$ cat src/rtl/branch_resolve_if.sv
// EX-stage branch/jump resolve bundle and the registered redirect it returns.
// master drives the resolving instruction; slave is the resolve unit.
interface branch_resolve_if;
  logic        i_ex_valid;
  logic        i_ex_is_br;
  logic        i_ex_is_jmp;
  logic [2:0]  i_ex_funct3;
  logic [31:0] i_ex_pc;
  logic [31:0] i_ex_target;
  logic        i_ex_pred_taken;
  logic        i_br_less;
  logic        i_br_equal;
  logic        i_stall;
  logic        o_br_un;
  logic        o_redirect;
  logic [31:0] o_redirect_pc;
  logic        o_flush;

  modport master (
    output i_ex_valid, i_ex_is_br, i_ex_is_jmp, i_ex_funct3,
    output i_ex_pc, i_ex_target, i_ex_pred_taken,
    output i_br_less, i_br_equal, i_stall,
    input  o_br_un, o_redirect, o_redirect_pc, o_flush
  );

  modport slave (
    input  i_ex_valid, i_ex_is_br, i_ex_is_jmp, i_ex_funct3,
    input  i_ex_pc, i_ex_target, i_ex_pred_taken,
    input  i_br_less, i_br_equal, i_stall,
    output o_br_un, o_redirect, o_redirect_pc, o_flush
  );
endinterface

$ cat src/rtl/branch_resolve.sv
// Resolves EX-stage branches/jumps, drives registered redirect/flush,
// and trains a 2-bit BHT that supplies the fetch-stage prediction.
module branch_resolve #(
  parameter int BHT_DEPTH = 16,
  parameter int CNT_W     = 16
) (
  input  logic             i_clk,
  input  logic             i_rst,
  input  logic [31:0]      i_if_pc,
  output logic             o_if_pred_taken,
  branch_resolve_if.slave  ex,
  output logic [CNT_W-1:0] o_br_count,
  output logic [CNT_W-1:0] o_mispred_count
);
  localparam int IW = $clog2(BHT_DEPTH);

  logic [1:0]    bht [BHT_DEPTH];
  logic [IW-1:0] if_idx;
  logic [IW-1:0] ex_idx;
  logic          legal;
  logic          taken;
  logic          fire;
  logic          br_ev;
  logic          jmp_ev;
  logic          mispred;
  logic [31:0]   dest;
  logic          unused;

  assign if_idx = i_if_pc[IW+1:2];
  assign ex_idx = ex.i_ex_pc[IW+1:2];
  assign unused = ^{i_if_pc[31:IW+2], i_if_pc[1:0],
                    ex.i_ex_pc[1:0]};

  assign o_if_pred_taken = bht[if_idx][1];
  assign ex.o_br_un      = ex.i_ex_funct3[1];

  always_comb begin
    legal = 1'b1;
    taken = 1'b0;
    unique case (ex.i_ex_funct3)
      3'b000:         taken = ex.i_br_equal;
      3'b001:         taken = !ex.i_br_equal;
      3'b100, 3'b110: taken = ex.i_br_less;
      3'b101, 3'b111: taken = !ex.i_br_less;
      default:        legal = 1'b0;
    endcase
  end

  // Jump wins over branch when both flags are set.
  assign fire    = ex.i_ex_valid && !ex.i_stall;
  assign jmp_ev  = fire && ex.i_ex_is_jmp;
  assign br_ev   = fire && !ex.i_ex_is_jmp
                 && ex.i_ex_is_br && legal;
  assign mispred = br_ev && (taken != ex.i_ex_pred_taken);
  assign dest    = (jmp_ev || taken) ? ex.i_ex_target
                                     : ex.i_ex_pc + 32'd4;

  always_ff @(posedge i_clk or posedge i_rst) begin
    if (i_rst) begin
      ex.o_redirect    <= 1'b0;
      ex.o_flush       <= 1'b0;
      ex.o_redirect_pc <= 32'd0;
    end else begin
      ex.o_redirect <= jmp_ev || mispred;
      ex.o_flush    <= jmp_ev || mispred;
      if (jmp_ev || mispred)
        ex.o_redirect_pc <= dest;
    end
  end

  always_ff @(posedge i_clk or posedge i_rst) begin
    if (i_rst) begin
      for (int i = 0; i < BHT_DEPTH; i++)
        bht[i] <= 2'b01;
    end else if (br_ev) begin
      if (taken && bht[ex_idx] != 2'b11)
        bht[ex_idx] <= bht[ex_idx] + 2'b01;
      else if (!taken && bht[ex_idx] != 2'b00)
        bht[ex_idx] <= bht[ex_idx] - 2'b01;
    end
  end

  always_ff @(posedge i_clk or posedge i_rst) begin
    if (i_rst) begin
      o_br_count      <= '0;
      o_mispred_count <= '0;
    end else begin
      if (br_ev && o_br_count != '1)
        o_br_count <= o_br_count + CNT_W'(1);
      if (mispred && o_mispred_count != '1)
        o_mispred_count <= o_mispred_count + CNT_W'(1);
    end
  end
endmodule

$ cat src/flat_wrapper.sv
// flat-port wrapper written by rule: the top's interface ports become plain ports
module branch_resolve_flat 
#(
  parameter int BHT_DEPTH = 16,
  parameter int CNT_W     = 16
)
  (i_clk, i_rst, i_if_pc, o_if_pred_taken, o_br_count, o_mispred_count, ex_i_ex_valid, ex_i_ex_is_br, ex_i_ex_is_jmp, ex_i_ex_funct3, ex_i_ex_pc, ex_i_ex_target, ex_i_ex_pred_taken, ex_i_br_less, ex_i_br_equal, ex_i_stall, ex_o_br_un, ex_o_redirect, ex_o_redirect_pc, ex_o_flush);
  branch_resolve_if ex_i ();
  input  logic i_clk;
  input  logic i_rst;
  input  logic [31:0] i_if_pc;
  output logic o_if_pred_taken;
  output logic [CNT_W-1:0] o_br_count;
  output logic [CNT_W-1:0] o_mispred_count;
  input wire logic [$bits(ex_i.i_ex_valid)-1:0] ex_i_ex_valid;
  input wire logic [$bits(ex_i.i_ex_is_br)-1:0] ex_i_ex_is_br;
  input wire logic [$bits(ex_i.i_ex_is_jmp)-1:0] ex_i_ex_is_jmp;
  input wire logic [$bits(ex_i.i_ex_funct3)-1:0] ex_i_ex_funct3;
  input wire logic [$bits(ex_i.i_ex_pc)-1:0] ex_i_ex_pc;
  input wire logic [$bits(ex_i.i_ex_target)-1:0] ex_i_ex_target;
  input wire logic [$bits(ex_i.i_ex_pred_taken)-1:0] ex_i_ex_pred_taken;
  input wire logic [$bits(ex_i.i_br_less)-1:0] ex_i_br_less;
  input wire logic [$bits(ex_i.i_br_equal)-1:0] ex_i_br_equal;
  input wire logic [$bits(ex_i.i_stall)-1:0] ex_i_stall;
  output wire logic [$bits(ex_i.o_br_un)-1:0] ex_o_br_un;
  output wire logic [$bits(ex_i.o_redirect)-1:0] ex_o_redirect;
  output wire logic [$bits(ex_i.o_redirect_pc)-1:0] ex_o_redirect_pc;
  output wire logic [$bits(ex_i.o_flush)-1:0] ex_o_flush;
  assign ex_i.i_ex_valid = ex_i_ex_valid;
  assign ex_i.i_ex_is_br = ex_i_ex_is_br;
  assign ex_i.i_ex_is_jmp = ex_i_ex_is_jmp;
  assign ex_i.i_ex_funct3 = ex_i_ex_funct3;
  assign ex_i.i_ex_pc = ex_i_ex_pc;
  assign ex_i.i_ex_target = ex_i_ex_target;
  assign ex_i.i_ex_pred_taken = ex_i_ex_pred_taken;
  assign ex_i.i_br_less = ex_i_br_less;
  assign ex_i.i_br_equal = ex_i_br_equal;
  assign ex_i.i_stall = ex_i_stall;
  assign ex_o_br_un = ex_i.o_br_un;
  assign ex_o_redirect = ex_i.o_redirect;
  assign ex_o_redirect_pc = ex_i.o_redirect_pc;
  assign ex_o_flush = ex_i.o_flush;
  branch_resolve #(.BHT_DEPTH(BHT_DEPTH), .CNT_W(CNT_W)) u_core (.i_clk(i_clk), .i_rst(i_rst), .i_if_pc(i_if_pc), .o_if_pred_taken(o_if_pred_taken), .ex(ex_i), .o_br_count(o_br_count), .o_mispred_count(o_mispred_count));
endmodule
$ cat config.mk
export PLATFORM = sky130hd
export DESIGN_NAME = branch_resolve_flat
export DESIGN_NICKNAME = d
export VERILOG_FILES = /design/src/rtl/branch_resolve_if.sv /design/src/rtl/branch_resolve.sv /design/src/flat_wrapper.sv
export SDC_FILE = /design/constraint.sdc
export NUM_CORES = 1
export LEC_CHECK = 0
export ABC_AREA = 1
export BUFFER_PORTS_ARGS = -buffer_cell sky130_fd_sc_hd__buf_2
export CORE_UTILIZATION = 40
export CTS_BUF_LIST = sky130_fd_sc_hd__clkbuf_16
export DETAILED_ROUTE_END_ITERATION = 7
export PLACE_DENSITY = 0.73
export SYNTH_ARGS = -nofsm -noshare
export SYNTH_HDL_FRONTEND = slang
export SYNTH_SLANG_ARGS = --single-unit
$ cat constraint.sdc
create_clock -name i_clk -period 2.67 [get_ports i_clk]
set_input_delay 0.267 -clock i_clk [delete_from_list [all_inputs] [get_ports i_clk]]
set_output_delay 0.267 -clock i_clk [all_outputs]
set_load 0.01 [all_outputs]
## Word-level counts from Yosys, hierarchy flattened

Cells that the tools add are included.

| word-level totals | value |
|---|---|
| input port bits | 108 |
| output and inout bits | 68 |
| logic and storage cells | 79 |
| register bits | 97 |

| cells by class | value |
|---|---|
| bitwise operators | 2 |
| $lt $le $gt $ge | 3 |
| equality and inequality tests | 9 |
| muxes and demuxes | 15 |
| reduce and logical (&&, ||, !) cells | 25 |
| add/sub/neg operators | 5 |

Operator list:

| operator | number |
|---|---|
| two-way mux 32 bit | 3 |
| bitwise mux 32 bit | 2 |
| adder 16 x 1 -> 16 bit, second input constant | 2 |
| adder 32 x 3 -> 32 bit, second input constant | 1 |
| != test 16 bit, second input constant | 2 |
| binary-select mux 2 bit (select 4 bit) | 2 |
| == test 3 bit, second input constant | 4 |
| logical AND 1 bit | 11 |
| greater-or-equal comparator 5 bit, second input constant | 2 |
| two-way mux 2 bit | 5 |
| inverter 4 -> 5 bit | 2 |
| demux 2 bit (select 4 bit) | 1 |
| OR reduction 6 bit | 1 |
| logical NOT 1 bit | 5 |
| < comparator 5 x 1 -> 1 bit, second input constant | 1 |
| one-hot mux 1 bit (4 select lines) | 1 |
| nonzero test 2 bit | 2 |
| OR reduction 2 bit | 2 |
| == test 3 x 1 -> 1 bit, second input constant | 1 |
| logical NOT 3 bit | 1 |
| adder 2 x 1 -> 2 bit, second input constant | 1 |
| logical OR 1 bit | 2 |
| != test 2 bit, second input constant | 1 |
| AND reduction 2 bit | 1 |
| 3 further kinds | 3 |

## Longest topological paths before layout

Gate-level depths: netlist of run 1.

| depth | value |
|---|---|
| depth after elaboration | 8 |
| depth in mapped cells | 18 |
| depth with buffers taken out | 14 |

## Worst setup path before layout of run 1

Ideal clock, no wire load.

| timing path | value |
|---|---|
| path kind | input port to flip-flop |
| start | in ex_i_ex_pc[2] |
| end | reg u_core.bht[19] in the netlist's numbering |
| path buffers | 4 |
| path slack | 231 ps |
| data arrival time | 2,301 ps |
| stages on the path | 15 |
| data required time | 2,532 ps |
| setup time | 138 ps |
| path through | buf_2 inv_2 buf_6 nand2_1 nand3_1 nand2_1 nand2_1 nand2_1 nor2_4 buf_4 ha_1 clkbuf_1 clkinv_1 xor2_1 o21ai_0 |

| on the way | value |
|---|---|
| longest elaborated chain between the ends | 8 |
| elaborated cells on any way between the ends | 21 |
| those cells by class | add/sub: 2; order compare: 2; eq/ne: 1; mux: 9; bitwise: 1; reduce/logical: 6 |

RTL lines:

| item | line | text |
|---|---|---|
| from (decl) | flat_wrapper.sv:19 | `input wire logic [$bits(ex_i.i_ex_pc)-1:0] ex_i_ex_pc;` |
| inverter 4 -> 5 bit (not written as such) (*) | - |  |
| binary-select mux 2 bit (select 4 bit), or another cell as far along | - |  |
| two-way mux 2 bit (not written as such) or logical AND 1 bit (tied branches) | - |  |
| two-way mux 2 bit (on tied branches) | - |  |
| subtractor 2 x 1 -> 2 bit, or another cell as far along | branch_resolve.sv:79 | `bht[ex_idx] <= bht[ex_idx] - 2'b01;` |
| bitwise mux 32 bit, or another cell as far along | branch_resolve.sv:79 |  |
| two-way mux 32 bit or nonzero test 2 bit (tied branches) | - |  |
| two-way mux 32 bit or AND reduction 2 bit (tied branches) | - |  |
| to (signal, indexed assignment) | branch_resolve.sv:77 | `bht[ex_idx] <= bht[ex_idx] + 2'b01;` |
| to (signal, indexed assignment) | branch_resolve.sv:79 |  |
| to (decl) | branch_resolve.sv:17 | `logic [1:0] bht [BHT_DEPTH];` |

Every way passes the cells marked *; elsewhere a longest branch is shown, timed or not. The select of a mux whose other input is x is not followed.
A chain may end at the register's enable or synchronous reset.

==> impl_results.md, run 1 <==
- Top_reg_cell synth: dfrtp_1
- First-pass GRT wire length: 28500 um
- Psw: 1380 uW
- Int Power: 2790 uW
- Gate Count Post-Synth: 983
- IO Pins: 176
- R2R cell count: 11
- CTS buffer count: 9
- H-tree Lvls: 3
- Setup total negative slack: 0 ns
- YS warnings: 0
- Hold_sp: ex_i_ex_target[18]
- Max_slew headroom: 51.4%
- Max-slew violations: 0
- Root Buffer: clkbuf_16
- Latest clock arrival within the worst-skew pair: 0.35 ns
- Tcrit/Tclk final: 90.6%
- Post-synth EDFFs: 0
- RSZ-0062 raised after global routing: false
- Flops & latches, synth: 97
- CTS max path bufs: 2
- Largest net degree at the start of global routing: 46
- CTS clock-pin slew for the worst setup and hold paths: 0.07 ns
- Die ar.: 17000 sq um
- WHS Path Cells: 5
- Mapped Nets: 1099
- Logic pwr share: 25.0%
- Leak: 0.00393 uW
- Starting Density: 41.3%
- # rows: 46
- Flop-to-flop setup slack: 0.25 ns
- Initial antenna violation count: 2
- CTS tree: done
- First-pass iteration count of the detailed router: 5
- Clk sinks: 97
- Endpoints failing hold: 0
- R2r endpoint: u_core.bht[1]
- Area grow syn2layout: 18.7%
- Max Freq: 413 MHz
- # setup viols final: 0
- CP Launch Type: flip-flop
- CP Class: reg -> reg
- Post_cts resized: 0
- CP required: 2.86 ns
- Die Wd: 130 um
- Worst Max-Slew Pin Slew: 0.726 ns
- Synth Area per Inst: 6.72 sq um
- Pwr dens: 532 nW/um^2
- I/O Buffers: 147
- Core area: 16000 sq um
- Final ANT Viol Nets: 0
- Routed WL per cell: 13.2 um
- Worst path arrival time: 2.61 ns
- Detailed-route via count: 6690
- DRC Markers: 0
- Synth Cell Area: 6600 sq um
- Nets: 1240
- Clk network pwr share: 31.1%
- Vias in the first global route: 5831
- Sequential Power Share: 43.9%
- Hold Path Class: in -> reg
- Critical path peak fanout: 9
- Yosys cell types: 36
- Number of vias per cell: 4.97
- Setup crit end kind: flip-flop
- Final Skew: 0.00903 ns
- Tot GR Track Use: 21.2%
- Vert. Die Dim: 130 um
- VDD IR max: 0.000311 V
- Post-synth ARST share: 100%
- Max_cap viols: 0
- Final Util: 49.0%
- Starting DRT DRC Count: 469
- Sequential cell area fraction in the yosys report: 37.1%
- Layout cell share with drive strength beyond 1: 19.9%
- Time the worst path needs with I/O delays and setup: 2.42 ns
- Hold Path End: u_core.ex.o_redirect_pc[18]
- Final Wtd Congestion: 0.916
- Drt total wl: 17800 um
- Detailed Place HPWL: 13500 um
- Switching Fraction: 33.1%
- Status: complete, no violations
- Grt ovf: 0
[power by group through the flow]
stage	registers (uW)	logic, uW	clock network [uW]
after global placement	1850	1020	0
after CTS	1830	1050	1330
after detailed placement	1850	1050	0
after floorplan	1910	561	0
final	1830	1040	1300
after global routing	1860	1190	1390
[metrics by stage]
| step | power, uW | cell area [sq um] | setup slack [ns] | hold WS (ns) | instances |
|---|---|---|---|---|---|
| finish | 4170 | 7840 | 0.252 | 0.208 | 1345 |
| global route | 4440 | 7830 | 0.0545 | 0.221 | 1344 |
| CTS | 4210 | 7830 | 0.273 | 0.196 | 1344 |
| detailed placement | 2900 | 7540 | 0.0914 | 0.362 | 1328 |
| global placement | 2880 | 7540 | 0.187 | 0.349 | 1328 |
| floorplan | 2470 | 6610 | 0.231 | 0.453 | 983 |
[placed cells by master, fill, tap and decap left out, types with 2 or more instances in the layout]
cell type   instances
xnor2_1             9
buf_12              2
buf_4              12
xor2_1             20
nor3_1             11
nor3_4              2
ha_1                8
o21ai_0            62
nand3_1            96
clkinvlp_4          2
o211ai_1            4
o21ai_1            16
nand2_4             3
nor2_1             90
inv_1              80
clkbuf_16           9
clkinv_1            4
dfstp_2            16
nor2_2              2
inv_2               5
or2_0               6
nand2_1           370
nand4_1            26
buf_2             147
dfrtp_1            81
nand2_2             3
nand3b_1            9
a21oi_1             9
nand3_2             3
or2_2              10
[cell type report]
cell class                 instances  area (sq um)
fill                            1648          8160
multi-input combinational        766          3620
sequential                        97          2450
timing repair buffer             162           876
inverter                          88           334
tap                              216           270
clock buffer                       9           225
clock inverter                     6          58.8
antenna                            1          2.50
[cell families after synthesis]
| group | share of synthesized area [%] |
|---|---|
| DFF | 37.1 |
| and+or+nand+nor | 42.2 |
| buffers and inverters | 8.09 |
| adders and majority gates | 1.52 |
| xor gates and xnor gates | 3.85 |
| AOI/OAI and AO/OA | 7.29 |
[worst max-delay path by stage]
| stage | slack [ns] | from | end | depth (start not counted) |
|---|---|---|---|---|
| floorplan | 0.23 | ex_i_ex_pc[2] | u_core.bht[19] | 15 |
| global placement | 0.19 | ex_i_ex_pc[2] | u_core.bht[7] | 13 |
| detailed placement | 0.09 | ex_i_ex_pc[2] | u_core.bht[7] | 13 |
| CTS | 0.27 | flip-flop | u_core.bht[7] | 11 |
| global route | 0.05 | flip-flop | u_core.bht[19] | 11 |
| finish | 0.25 | flip-flop | u_core.bht[1] | 11 |
[cells in the mapped netlist, types with 10 or more instances]
library cell	instances	area share, %
buf_2	10	0.76
dfrtp_1	81	31
dfstp_2	16	6.4
inv_1	81	4.6
nand2_1	370	21
nand3_1	96	7.3
nand4_1	26	2.5
nor2_1	90	5.1
nor3_1	11	0.83
o21ai_0	62	4.7
o21ai_1	16	1.2
or2_2	10	0.95
xor2_1	20	2.7
[layer usage]
layer,vias up,part of all wire [%],track usage [%]
li1,3439,-,-
met1,3043,47,29.7
met2,187,45,32.7
met3,19,6.6,4.93
met4,2,1.0,5.48
met5,-,0.056,0
[critical path: stages (launching register included)]
cell and delay, ns:
dfstp_2 0.54, nand2_1 0.06, nand3_1 0.08, nand2_1 0.05, nand2_1 0.06, nand2_1 0.08
nor2_4 0.17, ha_1 0.18, clkinv_1 0.11, nand2_4 0.15, xor2_1 0.60, o21ai_0 0.19
[timing repair]
| item | 4_1_cts | 5_1_grt |
|---|---|---|
| hold endpoints to repair | 22 | 0 |
| hold buffers | 1 | 0 |
| buffers inserted | 0 | 0 |
Note: power is estimated with default switching activity, not from simulation.
==> inputs of run 2 (changes only) <==
Settings changed: ABC_AREA 1 to 0, CAP_MARGIN from default to 20, GPL_TIMING_DRIVEN from default to 0, PLACE_DENSITY 0.73 to 0.75.
==> run 2 against run 1 <==
  * The run now ends with setup timing left
  * Sequential cell count unchanged
  * Routed wire length decreased by 21%
  * Clock skew shrank 0.0026 ns
  * Via count fell by 30%
  * Register-to-register slack got worse by 0.26 ns
  * Global-route usage is 1.0 points lower
  * Sequential share of layout area increased by 4.6 points
  * Maximum frequency decreased by 9.6%
  * Setup slack lost 0.26 ns
  * Die area fell by 17%
  * Largest power group unchanged
  * Highest routed layer is now met4
==> impl_results.md, run 2 <==
- Tot GR Track Use: 20.1% (-1.0 points)
- Detailed-route via count: 4682 (-30%)
- Most frequent cells in the layout: buf_2 (154), dfrtp_1 (81), nand3_1 (37)
- Final ANT Viol Nets: 0 (unchanged)
- # rows: 42 (-8.7%)
- IO Pins: 176 (unchanged)
- Time the worst path needs with I/O delays and setup: 2.67 ns (+0.256 ns)
- Drt total wl: 14000 um (-21%)
- Layout cell share with drive strength beyond 1: 39.6% (+20 points)
- Non-Filler Instances: 833 (-38%)
- Setup crit end kind: flip-flop
- Final Util: 51.4% (+2.5 points)
- Tcrit/Tclk final: 100% (+9.6 points)
- R2R cell count: 10 (-1)
- Final Skew: 0.00642 ns (-0.00261 ns)
- Starting DRT DRC Count: 270 (-42%)
- H-tree Lvls: 3 (unchanged)
- Worst Slack Setup Final: -0.00468 ns (-0.256 ns)
- CP required: 2.90 ns (+0.04 ns)
- Initial antenna violation count: 0 (-2)
- Tot Pwr: 3760 uW (-9.7%)
- # setup viols final: 1 (+1)
- Max_cap viols: 0 (unchanged)
- Synth Cell Area: 5450 sq um (-17%)
- Most common cell after layout, fill and taps aside: buf_2
- Yosys top cell area share: 37.2% (+6.5 points)
- Worst Max-Slew Pin Slew: 1.01 ns (+0.279 ns)
- Max Freq: 374 MHz (-9.6%)
- Number of vias per cell: 5.62 (+13%)
- Worst path arrival time: 2.90 ns (+0.29 ns)
- Logic pwr share: 22.0% (-3.0 points)
- CTS tree: done
- Sequential Power Share: 47.5% (+3.6 points)
- Met2 wire len: 7050 um (-13%)
- CTS clock-pin slew for the worst setup and hold paths: 0.06 ns (about the same)
- Area grow syn2layout: 25.4%
- Switching Fraction: 29.4% (-3.7 points)
- Routed WL per cell: 16.8 um (+27%)
- Grt ovf: 0 (unchanged)
- Vert. Die Dim: 119 um (-9.0%)
- Commonest cells in the synthesized netlist: dfrtp_1 (81), mux2_2 (38), nand3_1 (38)
- Latest clock arrival within the worst-skew pair: 0.34 ns (about the same)
- # hold bufs at CTS: 0 (-1)
- CTS max path bufs: 2 (unchanged)
- Gate Count Post-Synth: 488 (-50%)
- Placed insts: 812 (-39%)
- Starting Density: 41.0% (-0.25 points)
- Nets: 768 (-38%)
- Largest net degree at the start of global routing: 37 (-20%)
- Hold Path Class: in -> async
- Met3 routed WL: 687 um (-41%)
- Top_reg_cell synth: dfrtp_1
- Sequential cell area fraction in the yosys report: 44.9% (+7.8 points)
- Yosys cell types: 50 (+39%)
- First-pass GRT wire length: 22700 um (-21%)
- Die ar.: 14100 sq um (-17%)
- Critical path peak fanout: 5 (-4)
- Synth Area per Inst: 11.2 sq um (+66%)
- Int Power: 2660 uW (-4.7%)
- Clk sinks: 97 (unchanged)
- Status: complete, but fails checks
- First-pass iteration count of the detailed router: 5 (unchanged)
- Vias in the first global route: 4579 (-21%)
- Psw: 1110 uW (-20%)
- Post-synth EDFFs: 0 (unchanged)
- DRC Markers: 0 (unchanged)
- Leak: 0.00323 uW (-18%)
- YS warnings: 0 (unchanged)
- Clk network pwr share: 30.5% (-0.6 points)
- Die Wd: 119 um (-9.0%)
- Core area: 13300 sq um (-17%)
- Final Wtd Congestion: 0.864 (-5.8%)
- I/O Buffers: 146 (-0.68%)
- CP Launch Type: flip-flop
- Post-synth ARST share: 100% (unchanged)
- Flops & latches, synth: 97 (unchanged)
- CP Class: reg -> reg
- Mapped Nets: 604 (-45%)
- Pwr dens: 550 nW/um^2 (+3.5%)
- Synth area leaders: dfrtp_1 (37%), mux2_2 (7.8%), dfstp_2 (7.7%), mux4_2 (5.8%), xnor2_1 (4.7%)
- CTS buffer count: 9 (unchanged)
- Root Buffer: clkbuf_16
- ANT cells: 0 (-1)
- Max-slew violations: 0 (unchanged)
- Max_slew headroom: 32.1% (-19 points)
- Endpoints failing hold: 0 (unchanged)
- Failing checks: setup timing
- Top sig layer: met4
- WL met1: 6030 um (-28%)
- Detailed Place HPWL: 10700 um (-20%)
- RSZ-0062 raised after global routing: true
- VDD IR max: 0.000355 V (+14%)
- Synth area leader: dfrtp_1
- Most numerous cell in the Yosys netlist: dfrtp_1
## run 2: cell count changes in the layout (fill, tap and decap cells not counted), sizes merged, moves of 14 or more
cell / delta
nand2: -354
xnor2: +20
mux2: +38
nand3: -62
o21ai: -53
nor2: -81
mux2i: +17
inv: -69
mux4: +14
and3: +14
or2: -15
## run 2: repair_timing
item / in CTS / in global routing
hold endpoints to repair: 0 / 0
setup buffers: 4 / 0
resized for setup: 9 / 4
pin swaps: 2 / 1
cloned: 1 / 0
endpoints found under the setup margin: 32 / 42
## run 2: layout make-up
type,count,area (sq um)
clock buffers,9,225
well taps,176,220
flip-flops and latches,97,2450
multi-input cells,353,2920
repair buffers,153,806
inverters,16,70.1
clock inverters,7,31.3
fillers,1203,6460
plain buffers,22,121
## run 2: cell families after synthesis
group | count (synthesis) | share of synthesized area, %
fa+ha+maj | 8 | 1.84
simple gates | 167 | 17.7
mux | 69 | 16.7
flops | 97 | 44.9
xor+xnor | 55 | 8.83
compound gates | 54 | 7.07
buf+inv | 38 | 2.96
## run 2: metrics by stage
stage | worst slack [ns] | setup TNS, ns | hold WS [ns] | instance area [sq um]
finish | -0.00468 | -0.00468 | 0.0542 | 6840
global route | -0.0816 | -1.06 | 0.116 | 6840
CTS | -0.0168 | -0.0168 | 0.0757 | 6820
detailed placement | -0.789 | -26.48 | 0.449 | 6490
global placement | -0.667 | -22.52 | 0.467 | 6450
floorplan | 0.00309 | 0 | 0.390 | 5500
## run 2: metal layers
layer,vias up,GRT usage [%]
met3,25,3.23
met4,0,6.65
met2,156,34.5
li1,2157,-
met5,-,0
met1,2344,25.8
## run 2: path summary, 6_finish.rpt
| path | start | endpoint | slack (ns) |
|---|---|---|---|
| worst max-delay path | flip-flop | u_core.bht[19] | -0.005 |
| worst min-delay path | i_rst | u_core.o_br_count[13] | 0.05 |
| worst max register to register | flip-flop | u_core.bht[19] | -0.005 |
| worst min register to register | u_core.o_mispred_count[12] | u_core.o_mispred_count[12] | 0.49 |
| max in group asynchronous | i_rst | asynchronous set/reset pin | 1.70 |
| min in group i_clk | ex_i_ex_target[18] | u_core.ex.o_redirect_pc[18] | 0.13 |
## run 2: power groups by stage
stage               Clock (uW)  Combinational [uW]  Sequential (uW)
floorplan                    0                 394             1860
global placement             0                 775             1800
detailed placement           0                 810             1810
CTS                       1180                 832             1790
global route              1240                 908             1810
finish                    1150                 829             1790
## run 2: critical path: stages, from the launching register on
cell and delay (ns):
dfstp_2 0.37, mux4_2 0.47, a22o_1 0.26, a221oi_4 0.22
buf_6 0.15, inv_4 0.03, ha_4 0.16, mux2i_4 0.18
buf_6 0.14, nand4_1 0.21, mux2_4 0.36
==> inputs of run 3 (changes only) <==
Settings changed: RECOVER_POWER from default to 25.
==> run 3 against run 2 <==
  * Global-route usage is the same
  * Largest cell class unchanged
  * Highest routed layer unchanged
  * Critical endpoint unchanged
  * Maximum frequency barely moved
  * Combinational power shrank 0.5%
  * Die area did not move
  * Utilization decreased by 0.13 points
  * Clock-buffer cell count is the same
  * Critical path type unchanged
  * First-iteration DRC count is 0.37% lower
  * The run ends with capacitance limit, slew limit, setup timing left
  * Cell count unchanged
  * Non-clock buffer count is the same
==> impl_results.md, run 3 (synthesis results as in run 2) <==
- Worst Slack Setup Final: -0.00548 ns (-0.000804 ns)
- Root Buffer: clkbuf_16
- Tcrit/Tclk final: 100% (about the same)
- First-pass GRT wire length: 22700 um (unchanged)
- DRC Markers: 0 (unchanged)
- Worst Max-Slew Pin Slew: 1.53 ns (+0.527 ns)
- Time the worst path needs with I/O delays and setup: 2.68 ns (+0.000804 ns)
- Endpoints failing hold: 0 (unchanged)
- Placed insts: 812 (unchanged)
- CP Cell Sequence: mux4_2 -> a22o_1 -> a221oi_4 -> buf_6 -> inv_4 -> ha_4 -> mux2i_4 -> buf_6 -> nand4_1 -> mux2_4
- Top cell family by delay on the critical path: multiplexers
- Critical-path top delay cell: mux4_2
- Storage cell area: 2450 sq um (unchanged)
- Max-slew violations: 37 (+37)
- R2R cell count: 10 (unchanged)
- First-pass iteration count of the detailed router: 5 (unchanged)
- Routed WL per cell: 16.8 um (-0.24%)
- Hold Path End: u_core.ex.o_redirect_pc[18]
- H-tree Lvls: 3 (unchanged)
- Flop-to-flop setup slack: -0.005 ns (about the same)
- CP Depth: 10 (unchanged)
- ANT cells: 0 (unchanged)
- Max_cap viols: 1 (+1)
- Post-route design area: 6820 sq um (-0.26%)
- Final ANT Viol Nets: 0 (unchanged)
- # rows: 42 (unchanged)
- I/O Buffers: 146 (unchanged)
- Largest net degree at the start of global routing: 37 (unchanged)
- CTS max path bufs: 2 (unchanged)
- Placed instance area: 6490 sq um (unchanged)
- RSZ-0062 raised after global routing: true
- Pwr dens: 551 nW/um^2 (about the same)
- Drt total wl: 14000 um (-0.24%)
- Max Freq: 374 MHz (about the same)
- WHS Path Cells: 3
- Hold_sp: ex_i_ex_target[18]
- Cell mode on critical path: buf_6
- Final Skew: 0.00655 ns (+0.000133 ns)
- Multi-input logic area: 2920 sq um (unchanged)
- CTS clock-pin slew for the worst setup and hold paths: 0.06 ns (about the same)
- Initial antenna violation count: 0 (unchanged)
- Crit path largest cell delay: 0.47 ns (about the same)
- CP Class: reg -> reg
- Layout cell share with drive strength beyond 1: 39.6% (unchanged)
- M2 GR Usage: 34.5% (unchanged)
- Vias in the first global route: 4579 (unchanged)
- Final Wtd Congestion: 0.864 (unchanged)
- Setup crit end kind: flip-flop
- # hold bufs at CTS: 0 (unchanged)
- Detailed-route via count: 4688 (+0.13%)
- Die ar.: 14100 sq um (unchanged)
- Number of vias per cell: 5.63 (+0.13%)
- Leak: 0.00323 uW (-0.16%)
- IO Pins: 176 (unchanged)
- Tot GR Track Use: 20.1% (unchanged)
- Final Util: 51.3% (-0.13 points)
- R2r endpoint: u_core.bht[19]
- Hold Path Class: in -> reg
- Status: complete, but fails checks
- Failing checks: capacitance limit, slew limit, setup timing
- Die Wd: 119 um (unchanged)
- Starting Density: 41.0% (unchanged)
- CTS buffer count: 9 (unchanged)
- # setup viols final: 1 (unchanged)
- Latest clock arrival within the worst-skew pair: 0.34 ns (about the same)
- Core area: 13300 sq um (unchanged)
- Worst path arrival time: 2.90 ns (about the same)
- Detailed Place HPWL: 10700 um (unchanged)
- Clk sinks: 97 (unchanged)
- Global route hottest layer: met2
- Non-Filler Instances: 833 (unchanged)
- Nets: 768 (unchanged)
- CP required: 2.90 ns (about the same)
- Vert. Die Dim: 119 um (unchanged)
- CP Launch Type: flip-flop
- Most common cell after layout, fill and taps aside: buf_2
- Area grow syn2layout: 25.1%
- Most frequent cells in the layout: buf_2 (154), dfrtp_1 (81), nand3_1 (37)
- Critical path peak fanout: 5 (unchanged)
- Tot Pwr: 3760 uW (-0.23%)
- Fill cells: 1206 (+0.25%)
- Starting DRT DRC Count: 269 (-0.37%)
- VDD IR max: 0.000355 V (about the same)
- M3 GR Usage: 3.23% (unchanged)
- Crit path buffers/inverters: 3 (unchanged)
- Met1 Track Usage GR: 25.8% (unchanged)
- CTS tree: done
- Grt ovf: 0 (unchanged)
- Hold_ws: 0.133 ns (+0.0790 ns)
- Max_slew headroom: -2.72% (-35 points)
run 3: cell types whose count changed in the layout (fill, tap and decap cells not counted), sizes merged:
cell	change
buf	-1
clkbuf	+1
run 3: cell type report:
type	count	area share [%]
multi-input combinational	353	42.8
sequential	97	35.9
timing repair buffer	153	11.6
clock buffer	9	3.30
tap	176	3.23
buffer	22	1.78
inverter	16	0.991
clock inverter	7	0.459
run 3: what timing repair did:
action / CTS / global route
setup buffers: 4 / 0
resized for setup: 9 / 4
pin swaps: 2 / 1
endpoints found under the setup margin: 32 / 42
cloned: 1 / 0
run 3: metal layers:
layer	wire length (um)	vias to the layer above	share of wire, %
li1	-	2161	-
met1	6000	2359	43
met2	7050	145	51
met3	687	23	4.9
met4	216	0	1.5
met5	0	-	0
run 3: worst min-delay path, cell delays in order:
cell,delay (ns)
buf_2,0.08
nand2_1,0.04
o221ai_1,0.05
run 3: power breakdown:
group	switching (uW)	total (uW)	internal, uW
Combinational	437	825	388
Clock	530	1140	613
Sequential	131	1790	1660
Total	1100	3760	2660
run 3: worst max-delay path by stage:
stage / to / from / slack [ns]
finish: u_core.bht[19] / flip-flop / -0.005
global route: u_core.bht[19] / flip-flop / -0.08
CTS: u_core.bht[11] / flip-flop / -0.02
detailed placement: u_core.bht[23] / ex_i_ex_pc[3] / -0.79
global placement: u_core.bht[13] / ex_i_ex_pc[3] / -0.67
floorplan: u_core.bht[31] / ex_i_ex_pc[3] / 0.003
run 3: per-stage QoR:
step | worst slack [ns] | TNS, ns
after global placement | -0.667 | -22.52
final | -0.00548 | -0.00548
after CTS | -0.0168 | -0.0168
after detailed placement | -0.789 | -26.48
after floorplan | 0.00309 | 0
after global routing | -0.0816 | -1.06
